===== src/rtl/plic_pkg.sv =====
// PLIC register map constants and claim engine state encoding.
// Shared by the claim engine and the CPU-side driver model.
package plic_pkg;

    localparam logic [29:0] PLIC_CLAIM_BASE = 30'h200004;
    localparam logic [29:0] PLIC_CTX_STRIDE = 30'h1000;
    localparam int          PLIC_ID_NONE    = 0;

    typedef enum logic [2:0] {
        IDLE,
        CLAIM_REQ,
        CLAIM_WAIT,
        PRESENT,
        WAIT_CMPL,
        CMPL_REQ,
        HOLD
    } plic_state_e;

    // Byte offset of the claim/complete register of one context.
    function automatic logic [29:0] claim_offset(input int ctx);
        return PLIC_CLAIM_BASE + PLIC_CTX_STRIDE * 30'(ctx);
    endfunction

endpackage


===== src/rtl/plic_claim_engine_if.sv =====
// MMIO bus, consumer handshake and status bundle of the claim engine.
// master = engine side, slave = PLIC/arbiter/consumer side.
interface plic_claim_engine_if #(
    parameter int W_ID  = 6,
    parameter int W_CNT = 16
);
    logic              i_enable;
    logic              i_eip;
    logic              o_req;
    logic              i_gnt;
    logic [29:0]       o_offset;
    logic              o_we;
    logic              o_re;
    logic [31:0]       o_wdata;
    logic [31:0]       i_rdata;
    logic              o_id_valid;
    logic [W_ID-1:0]   o_id;
    logic              i_id_ready;
    logic              i_cmpl_valid;
    logic [W_ID-1:0]   i_cmpl_id;
    logic              o_cmpl_ready;
    logic              o_busy;
    logic [W_CNT-1:0]  o_spurious_cnt;
    logic              o_cmpl_err;

    modport master (
        input  i_enable, i_eip, i_gnt, i_rdata,
        input  i_id_ready, i_cmpl_valid, i_cmpl_id,
        output o_req, o_offset, o_we, o_re, o_wdata,
        output o_id_valid, o_id, o_cmpl_ready,
        output o_busy, o_spurious_cnt, o_cmpl_err
    );

    modport slave (
        output i_enable, i_eip, i_gnt, i_rdata,
        output i_id_ready, i_cmpl_valid, i_cmpl_id,
        input  o_req, o_offset, o_we, o_re, o_wdata,
        input  o_id_valid, o_id, o_cmpl_ready,
        input  o_busy, o_spurious_cnt, o_cmpl_err
    );

endinterface


===== src/rtl/plic_claim_engine.sv =====
// Hardware PLIC claim/complete initiator for one context.
// Claims on EIP, hands the ID to a consumer, writes it back on completion.
module plic_claim_engine
    import plic_pkg::*;
#(
    parameter int CTX     = 0,
    parameter int W_ID    = 6,
    parameter int HOLDOFF = 3,
    parameter int W_CNT   = 16
) (
    input  logic                 CLK,
    input  logic                 RST,
    plic_claim_engine_if.master  bus
);

    localparam int W_HO = (HOLDOFF > 1) ? $clog2(HOLDOFF) : 1;
    localparam logic [W_HO-1:0] HO_LOAD   = W_HO'(HOLDOFF - 1);
    localparam logic [29:0]     CLAIM_OFF = claim_offset(CTX);

    plic_state_e       state_q, state_d;
    logic [W_ID-1:0]   id_q, id_d;
    logic [W_HO-1:0]   ho_q, ho_d;
    logic [W_CNT-1:0]  spur_q, spur_d;
    logic              err_q, err_d;
    logic              req_q, req_d;
    logic              id_valid_q, id_valid_d;
    logic              cmpl_ready_q, cmpl_ready_d;
    logic              busy_q, busy_d;

    logic [W_ID-1:0]   rd_id;
    logic              re;
    logic              we;
    logic              unused_rdata;

    // Only the low W_ID bits of the claim register carry the ID.
    assign rd_id        = bus.i_rdata[W_ID-1:0];
    assign unused_rdata = ^bus.i_rdata;

    // Next-state, latched ID, holdoff timer, counters and registered outputs.
    always_comb begin
        state_d = state_q;
        id_d    = id_q;
        ho_d    = ho_q;
        spur_d  = spur_q;
        err_d   = err_q;
        unique case (state_q)
            IDLE: begin
                if (bus.i_enable && bus.i_eip) state_d = CLAIM_REQ;
            end
            CLAIM_REQ: begin
                if (bus.i_gnt) state_d = CLAIM_WAIT;
            end
            CLAIM_WAIT: begin
                if (rd_id == W_ID'(PLIC_ID_NONE)) begin
                    if (spur_q != '1) spur_d = spur_q + W_CNT'(1);
                    ho_d    = HO_LOAD;
                    state_d = HOLD;
                end else begin
                    id_d    = rd_id;
                    state_d = PRESENT;
                end
            end
            PRESENT: begin
                if (bus.i_id_ready) state_d = WAIT_CMPL;
            end
            WAIT_CMPL: begin
                if (bus.i_cmpl_valid) begin
                    if (bus.i_cmpl_id != id_q) err_d = 1'b1;
                    state_d = CMPL_REQ;
                end
            end
            CMPL_REQ: begin
                if (bus.i_gnt) begin
                    ho_d    = HO_LOAD;
                    state_d = HOLD;
                end
            end
            HOLD: begin
                if (ho_q == '0) state_d = IDLE;
                else            ho_d    = ho_q - W_HO'(1);
            end
            default: state_d = IDLE;
        endcase
        req_d        = (state_d == CLAIM_REQ) || (state_d == CMPL_REQ);
        id_valid_d   = (state_d == PRESENT);
        cmpl_ready_d = (state_d == WAIT_CMPL);
        busy_d       = (state_d != IDLE);
    end

    // State and output registers; reset aborts any access in flight.
    always_ff @(posedge CLK) begin
        if (RST) begin
            state_q      <= IDLE;
            id_q         <= '0;
            ho_q         <= '0;
            spur_q       <= '0;
            err_q        <= 1'b0;
            req_q        <= 1'b0;
            id_valid_q   <= 1'b0;
            cmpl_ready_q <= 1'b0;
            busy_q       <= 1'b0;
        end else begin
            state_q      <= state_d;
            id_q         <= id_d;
            ho_q         <= ho_d;
            spur_q       <= spur_d;
            err_q        <= err_d;
            req_q        <= req_d;
            id_valid_q   <= id_valid_d;
            cmpl_ready_q <= cmpl_ready_d;
            busy_q       <= busy_d;
        end
    end

    // Strobes fire only in the granted cycle; address/data are quiet otherwise.
    assign re = (state_q == CLAIM_REQ) && bus.i_gnt;
    assign we = (state_q == CMPL_REQ) && bus.i_gnt;

    assign bus.o_re           = re;
    assign bus.o_we           = we;
    assign bus.o_offset       = (re || we) ? CLAIM_OFF : '0;
    assign bus.o_wdata        = we ? 32'(id_q) : '0;
    assign bus.o_req          = req_q;
    assign bus.o_id_valid     = id_valid_q;
    assign bus.o_id           = id_valid_q ? id_q : '0;
    assign bus.o_cmpl_ready   = cmpl_ready_q;
    assign bus.o_busy         = busy_q;
    assign bus.o_spurious_cnt = spur_q;
    assign bus.o_cmpl_err     = err_q;

endmodule


===== src/flat_wrapper.sv =====
// flat-port wrapper written by rule: the top's interface ports become plain ports
module plic_claim_engine_flat import plic_pkg::*;
#(
    parameter int CTX     = 0,
    parameter int W_ID    = 6,
    parameter int HOLDOFF = 3,
    parameter int W_CNT   = 16
)
  (CLK, RST, bus_i_enable, bus_i_eip, bus_i_gnt, bus_i_rdata, bus_i_id_ready, bus_i_cmpl_valid, bus_i_cmpl_id, bus_o_req, bus_o_offset, bus_o_we, bus_o_re, bus_o_wdata, bus_o_id_valid, bus_o_id, bus_o_cmpl_ready, bus_o_busy, bus_o_spurious_cnt, bus_o_cmpl_err);
  plic_claim_engine_if #(.W_ID(W_ID), .W_CNT(W_CNT)) bus_i ();
  input  logic CLK;
  input  logic RST;
  input wire logic [$bits(bus_i.i_enable)-1:0] bus_i_enable;
  input wire logic [$bits(bus_i.i_eip)-1:0] bus_i_eip;
  input wire logic [$bits(bus_i.i_gnt)-1:0] bus_i_gnt;
  input wire logic [$bits(bus_i.i_rdata)-1:0] bus_i_rdata;
  input wire logic [$bits(bus_i.i_id_ready)-1:0] bus_i_id_ready;
  input wire logic [$bits(bus_i.i_cmpl_valid)-1:0] bus_i_cmpl_valid;
  input wire logic [$bits(bus_i.i_cmpl_id)-1:0] bus_i_cmpl_id;
  output wire logic [$bits(bus_i.o_req)-1:0] bus_o_req;
  output wire logic [$bits(bus_i.o_offset)-1:0] bus_o_offset;
  output wire logic [$bits(bus_i.o_we)-1:0] bus_o_we;
  output wire logic [$bits(bus_i.o_re)-1:0] bus_o_re;
  output wire logic [$bits(bus_i.o_wdata)-1:0] bus_o_wdata;
  output wire logic [$bits(bus_i.o_id_valid)-1:0] bus_o_id_valid;
  output wire logic [$bits(bus_i.o_id)-1:0] bus_o_id;
  output wire logic [$bits(bus_i.o_cmpl_ready)-1:0] bus_o_cmpl_ready;
  output wire logic [$bits(bus_i.o_busy)-1:0] bus_o_busy;
  output wire logic [$bits(bus_i.o_spurious_cnt)-1:0] bus_o_spurious_cnt;
  output wire logic [$bits(bus_i.o_cmpl_err)-1:0] bus_o_cmpl_err;
  assign bus_i.i_enable = bus_i_enable;
  assign bus_i.i_eip = bus_i_eip;
  assign bus_i.i_gnt = bus_i_gnt;
  assign bus_i.i_rdata = bus_i_rdata;
  assign bus_i.i_id_ready = bus_i_id_ready;
  assign bus_i.i_cmpl_valid = bus_i_cmpl_valid;
  assign bus_i.i_cmpl_id = bus_i_cmpl_id;
  assign bus_o_req = bus_i.o_req;
  assign bus_o_offset = bus_i.o_offset;
  assign bus_o_we = bus_i.o_we;
  assign bus_o_re = bus_i.o_re;
  assign bus_o_wdata = bus_i.o_wdata;
  assign bus_o_id_valid = bus_i.o_id_valid;
  assign bus_o_id = bus_i.o_id;
  assign bus_o_cmpl_ready = bus_i.o_cmpl_ready;
  assign bus_o_busy = bus_i.o_busy;
  assign bus_o_spurious_cnt = bus_i.o_spurious_cnt;
  assign bus_o_cmpl_err = bus_i.o_cmpl_err;
  plic_claim_engine #(.CTX(CTX), .W_ID(W_ID), .HOLDOFF(HOLDOFF), .W_CNT(W_CNT)) u_core (.CLK(CLK), .RST(RST), .bus(bus_i));
endmodule

===== config.mk =====
export PLATFORM = sky130hd
export DESIGN_NAME = plic_claim_engine_flat
export DESIGN_NICKNAME = d
export VERILOG_FILES = /design/src/rtl/plic_pkg.sv /design/src/rtl/plic_claim_engine_if.sv /design/src/rtl/plic_claim_engine.sv /design/src/flat_wrapper.sv
export SDC_FILE = /design/constraint.sdc
export NUM_CORES = 1
export LEC_CHECK = 0
export ABC_AREA = 1
export BUFFER_PORTS_ARGS = -buffer_cell sky130_fd_sc_hd__buf_2
export CORE_MARGIN = 2
export CORE_UTILIZATION = 44
export CTS_CLUSTER_DIAMETER = 100
export DETAILED_ROUTE_END_ITERATION = 10
export PLACE_DENSITY_LB_ADDON = 0.2
export SYNTH_ARGS = -nofsm -noshare
export SYNTH_HDL_FRONTEND = slang
export SYNTH_SLANG_ARGS = --single-unit

===== constraint.sdc =====
create_clock -name CLK -period 2.12 [get_ports CLK]
set_clock_uncertainty 0.2 [all_clocks]
set_input_delay 0.106 -clock CLK [delete_from_list [all_inputs] [get_ports CLK]]
set_output_delay 0.106 -clock CLK [all_outputs]
set_load 0.03 [all_outputs]

==> metrics.md <==
| Metric | Value |
|---|---|
| Routed via count | `2133` |
| Rows | `26` |
| Worst path arrival time | `1520 ps` |
| Power per Cell Area | `522 nW/um^2` |
| Cell leakage power | `1.37 nW` |
| Initial DRC count | `60` |
| Post-Synthesis Cells | `352` |
| Largest net degree at the start of global routing | `17` |
| Yosys cell types | `27` |
| Die height | `77.1 um` |
| Tcrit/Tclk final | `86.2%` |
| Top layer in use | `met4` |
| Global-route wire length before repair | `8160 um` |
| Async S/R FF share, synth | `0%` |
| Worst path cell trace | `inv_1 -> nor2_1 -> nand2_1 -> nor2_1 -> buf_2` |
| Final ANT Viol Nets | `0` |
| Top FF cell, synth | `dfxtp_1` |
| # DRC | `0` |
| Chip Width | `77.1 um` |
| Startpoint Class | `register` |
| Per-cell routed wire length | `10.2 um` |
| Worst EP required | `1810 ps` |
| Path depth of the worst reg2reg path | `9` |
| Die area | `5940 sq um` |
| Most common cell after layout, fill and taps aside | `nand2_1` |
| Status | `completed` |
| Drt pass-1 iters | `4` |
| Peak VDD IR | `0.281 mV` |
| CORE AREA | `5140 sq um` |
| Post-CTS sizing | `0` |
| WHS Path Cells | `3` |
| Kind of critical path | `register to primary output` |
| Post-synth EDFFs | `0` |
| Final setup viols | `0` |
| Diode count | `0` |
| Seq/Total Area, Yosys | `27.3%` |
| Root Buffer | `clkbuf_8` |
| Initial Util | `45.7%` |
| Worst r2r src | `u_core.bus.o_spurious_cnt[1]$_SDFFE_PP0P_` |
| Via-to-Cell Ratio | `4.39` |
| Fin Setup TNS | `0 ps` |
| CTS hold repair buffers | `6` |
| CTS Buffer Depth | `2` |
| Crit path time final | `1830 ps` |
| M1 wire length | `2280 um` |
| Crit-path most repeated cell | `nor2_1` |
| Initial antenna violation count | `0` |
| Final Net Count | `463` |
| Reg clk slew, reported paths | `70 ps` |
| Slowest stage delay, CP | `410 ps` |
| DRT Wirelength | `4940 um` |
| Slowest cell on the critical path | `dfxtp_1` |
| Routed wl met3 | `307 um` |
| Final core utilization | `50.9%` |
| Synthesized area per cell | `6.68 sq um` |
| Synthesized area | `2350 sq um` |
| Worst min path class | `input pin to register` |
| CTS sink cnt | `32` |
| Routability Congestion | `0.819` |
| HPWL Detailed | `3690 um` |
| Final hold viol count | `0` |
| Clk Latency, worst-skew pair | `280 ps` |
| Worst setup EP type | `primary output` |
| Wire length on met2 | `2290 um` |
| Layout area overhead | `11.4%` |
| Gr ovfl total | `0` |
| Port bufs | `55` |
| Hold Startpoint | `RST` |
| R2R setup slack | `320 ps` |
| Hold Path End | `u_core.bus.o_spurious_cnt[7]$_SDFFE_PP0P_` |
| F_max | `547 MHz` |
| # IOs | `136` |
| Seq cells post-synth | `32` |
| Layout cells sized above 1 | `22.6%` |
| Vias in the first global route | `1767` |
| CTS Buf Count | `5` |
| CTS tree | `yes` |
| Slew Limit Fails | `0` |
| Commonest non-fill, non-tap cells in the layout | `78 x nand2_1, 55 x buf_2, 54 x conb_1, 46 x nor2_1, 38 x inv_1` |
| Critical path peak fanout | `8` |
| FF-to-FF End | `u_core.bus.o_spurious_cnt[10]$_SDFFE_PP0P_` |
| Ys Warns | `0` |
| Setup Buffers After CTS | `0` |
| RSZ-0062 raised after global routing | `no` |
| CTS H-tree lvls | `2` |
| Max Cap Viol | `0` |
| GRT Resource Usage Total | `16.9%` |
==> worst max path at each step <==
| stage | from | depth (start not counted) | slack (ps) | end |
|---|---|---|---|---|
| after floorplan | u_core.bus.o_spurious_cnt[1]$_SDFFE_PP0P_ | 10 | 130 | u_core.bus.o_spurious_cnt[13]$_SDFFE_PP0P_ |
| after global placement | u_core.bus.o_spurious_cnt[1]$_SDFFE_PP0P_ | 9 | 350 | u_core.bus.o_spurious_cnt[10]$_SDFFE_PP0P_ |
| after detailed placement | u_core.bus.o_spurious_cnt[0]$_SDFFE_PP0P_ | 9 | 330 | u_core.bus.o_spurious_cnt[14]$_SDFFE_PP0P_ |
| after CTS | u_core.state_q[2]$_SDFF_PP0_ | 5 | 270 | bus_o_wdata[5] |
| after global routing | u_core.state_q[2]$_SDFF_PP0_ | 5 | 110 | bus_o_wdata[5] |
| final | u_core.state_q[2]$_SDFF_PP0_ | 5 | 290 | bus_o_wdata[5] |
==> area by class of cell <==
cell class,instances,area (sq um)
Clock inverter,1,5.00
Tap cell,70,87.6
Inverter,42,158
Fill cell,577,2520
Multi-Input combinational cell,270,1290
Timing Repair Buffer,65,365
Sequential cell,32,641
Clock buffer,6,72.6
==> per-stage QoR <==
stage / instance area [sq um] / instances / power, mW / setup slack, ps / hold WS, ps
floorplan: 2550 / 405 / 0.955 / 126 / 53.2
global placement: 2480 / 473 / 0.923 / 350 / 190
detailed placement: 2480 / 473 / 0.924 / 326 / 190
CTS: 2620 / 486 / 1.39 / 267 / 41.6
global route: 2620 / 486 / 1.43 / 109 / 51.2
finish: 2620 / 486 / 1.37 / 292 / 49.3
==> synthesized netlist by cell type (6+ instances only) <==
cell type,count,share of area (%)
xor2_1,6,2.2
nand3_1,18,3.8
inv_1,38,6.1
a21oi_1,11,2.3
nand2_1,78,12
dfxtp_1,32,27
nor2_1,46,7.3
nand2_2,6,1.6
buf_4,55,18
o21ai_0,13,2.8
nand4_1,9,2.4
a21oi_2,10,3.7
==> report_power, final <==
group / switching (mW) / internal (mW) / total (mW)
Clock: 0.223 / 0.223 / 0.446
Combinational: 0.225 / 0.0577 / 0.283
Sequential: 0.0149 / 0.623 / 0.638
==> cell families (layout without fill, tap and decap cells) <==
logic type / after synthesis / count (layout) / share of synthesized area (%)
compound gates: 35 / 35 / 9.11
xor+xnor: 7 / 7 / 2.61
fa+ha+maj: 2 / 2 / 1.06
buf+inv: 103 / 114 / 26.3
flops: 32 / 32 / 27.3
other cells: 1 / 54 / 0.160
simple gates: 172 / 172 / 33.5
==> per-layer routing <==
metal,track usage (%),vias up
li1,-,1112
met1,21.9,941
met2,27.6,73
met3,3.53,7
met4,6.43,0
met5,0,-
==> critical path, delay by kind of cell (launching register included) <==
kind / cells / cell delay (ps)
simple gates: 3 / 470
buf+inv: 2 / 350
flops: 1 / 410
==> flip-flops by register name, summed over array words and instances, names as in the netlist <==
signal / flops
u_core.bus.o_spurious_cnt: 16
u_core.id_q: 6
u_core.state_q: 3
u_core.ho_q: 2
u_core.bus.o_busy: 1
u_core.bus.o_cmpl_err: 1
u_core.bus.o_cmpl_ready: 1
u_core.bus.o_id_valid: 1
u_core.bus.o_req: 1
Note: power is estimated with default switching activity, not from simulation.
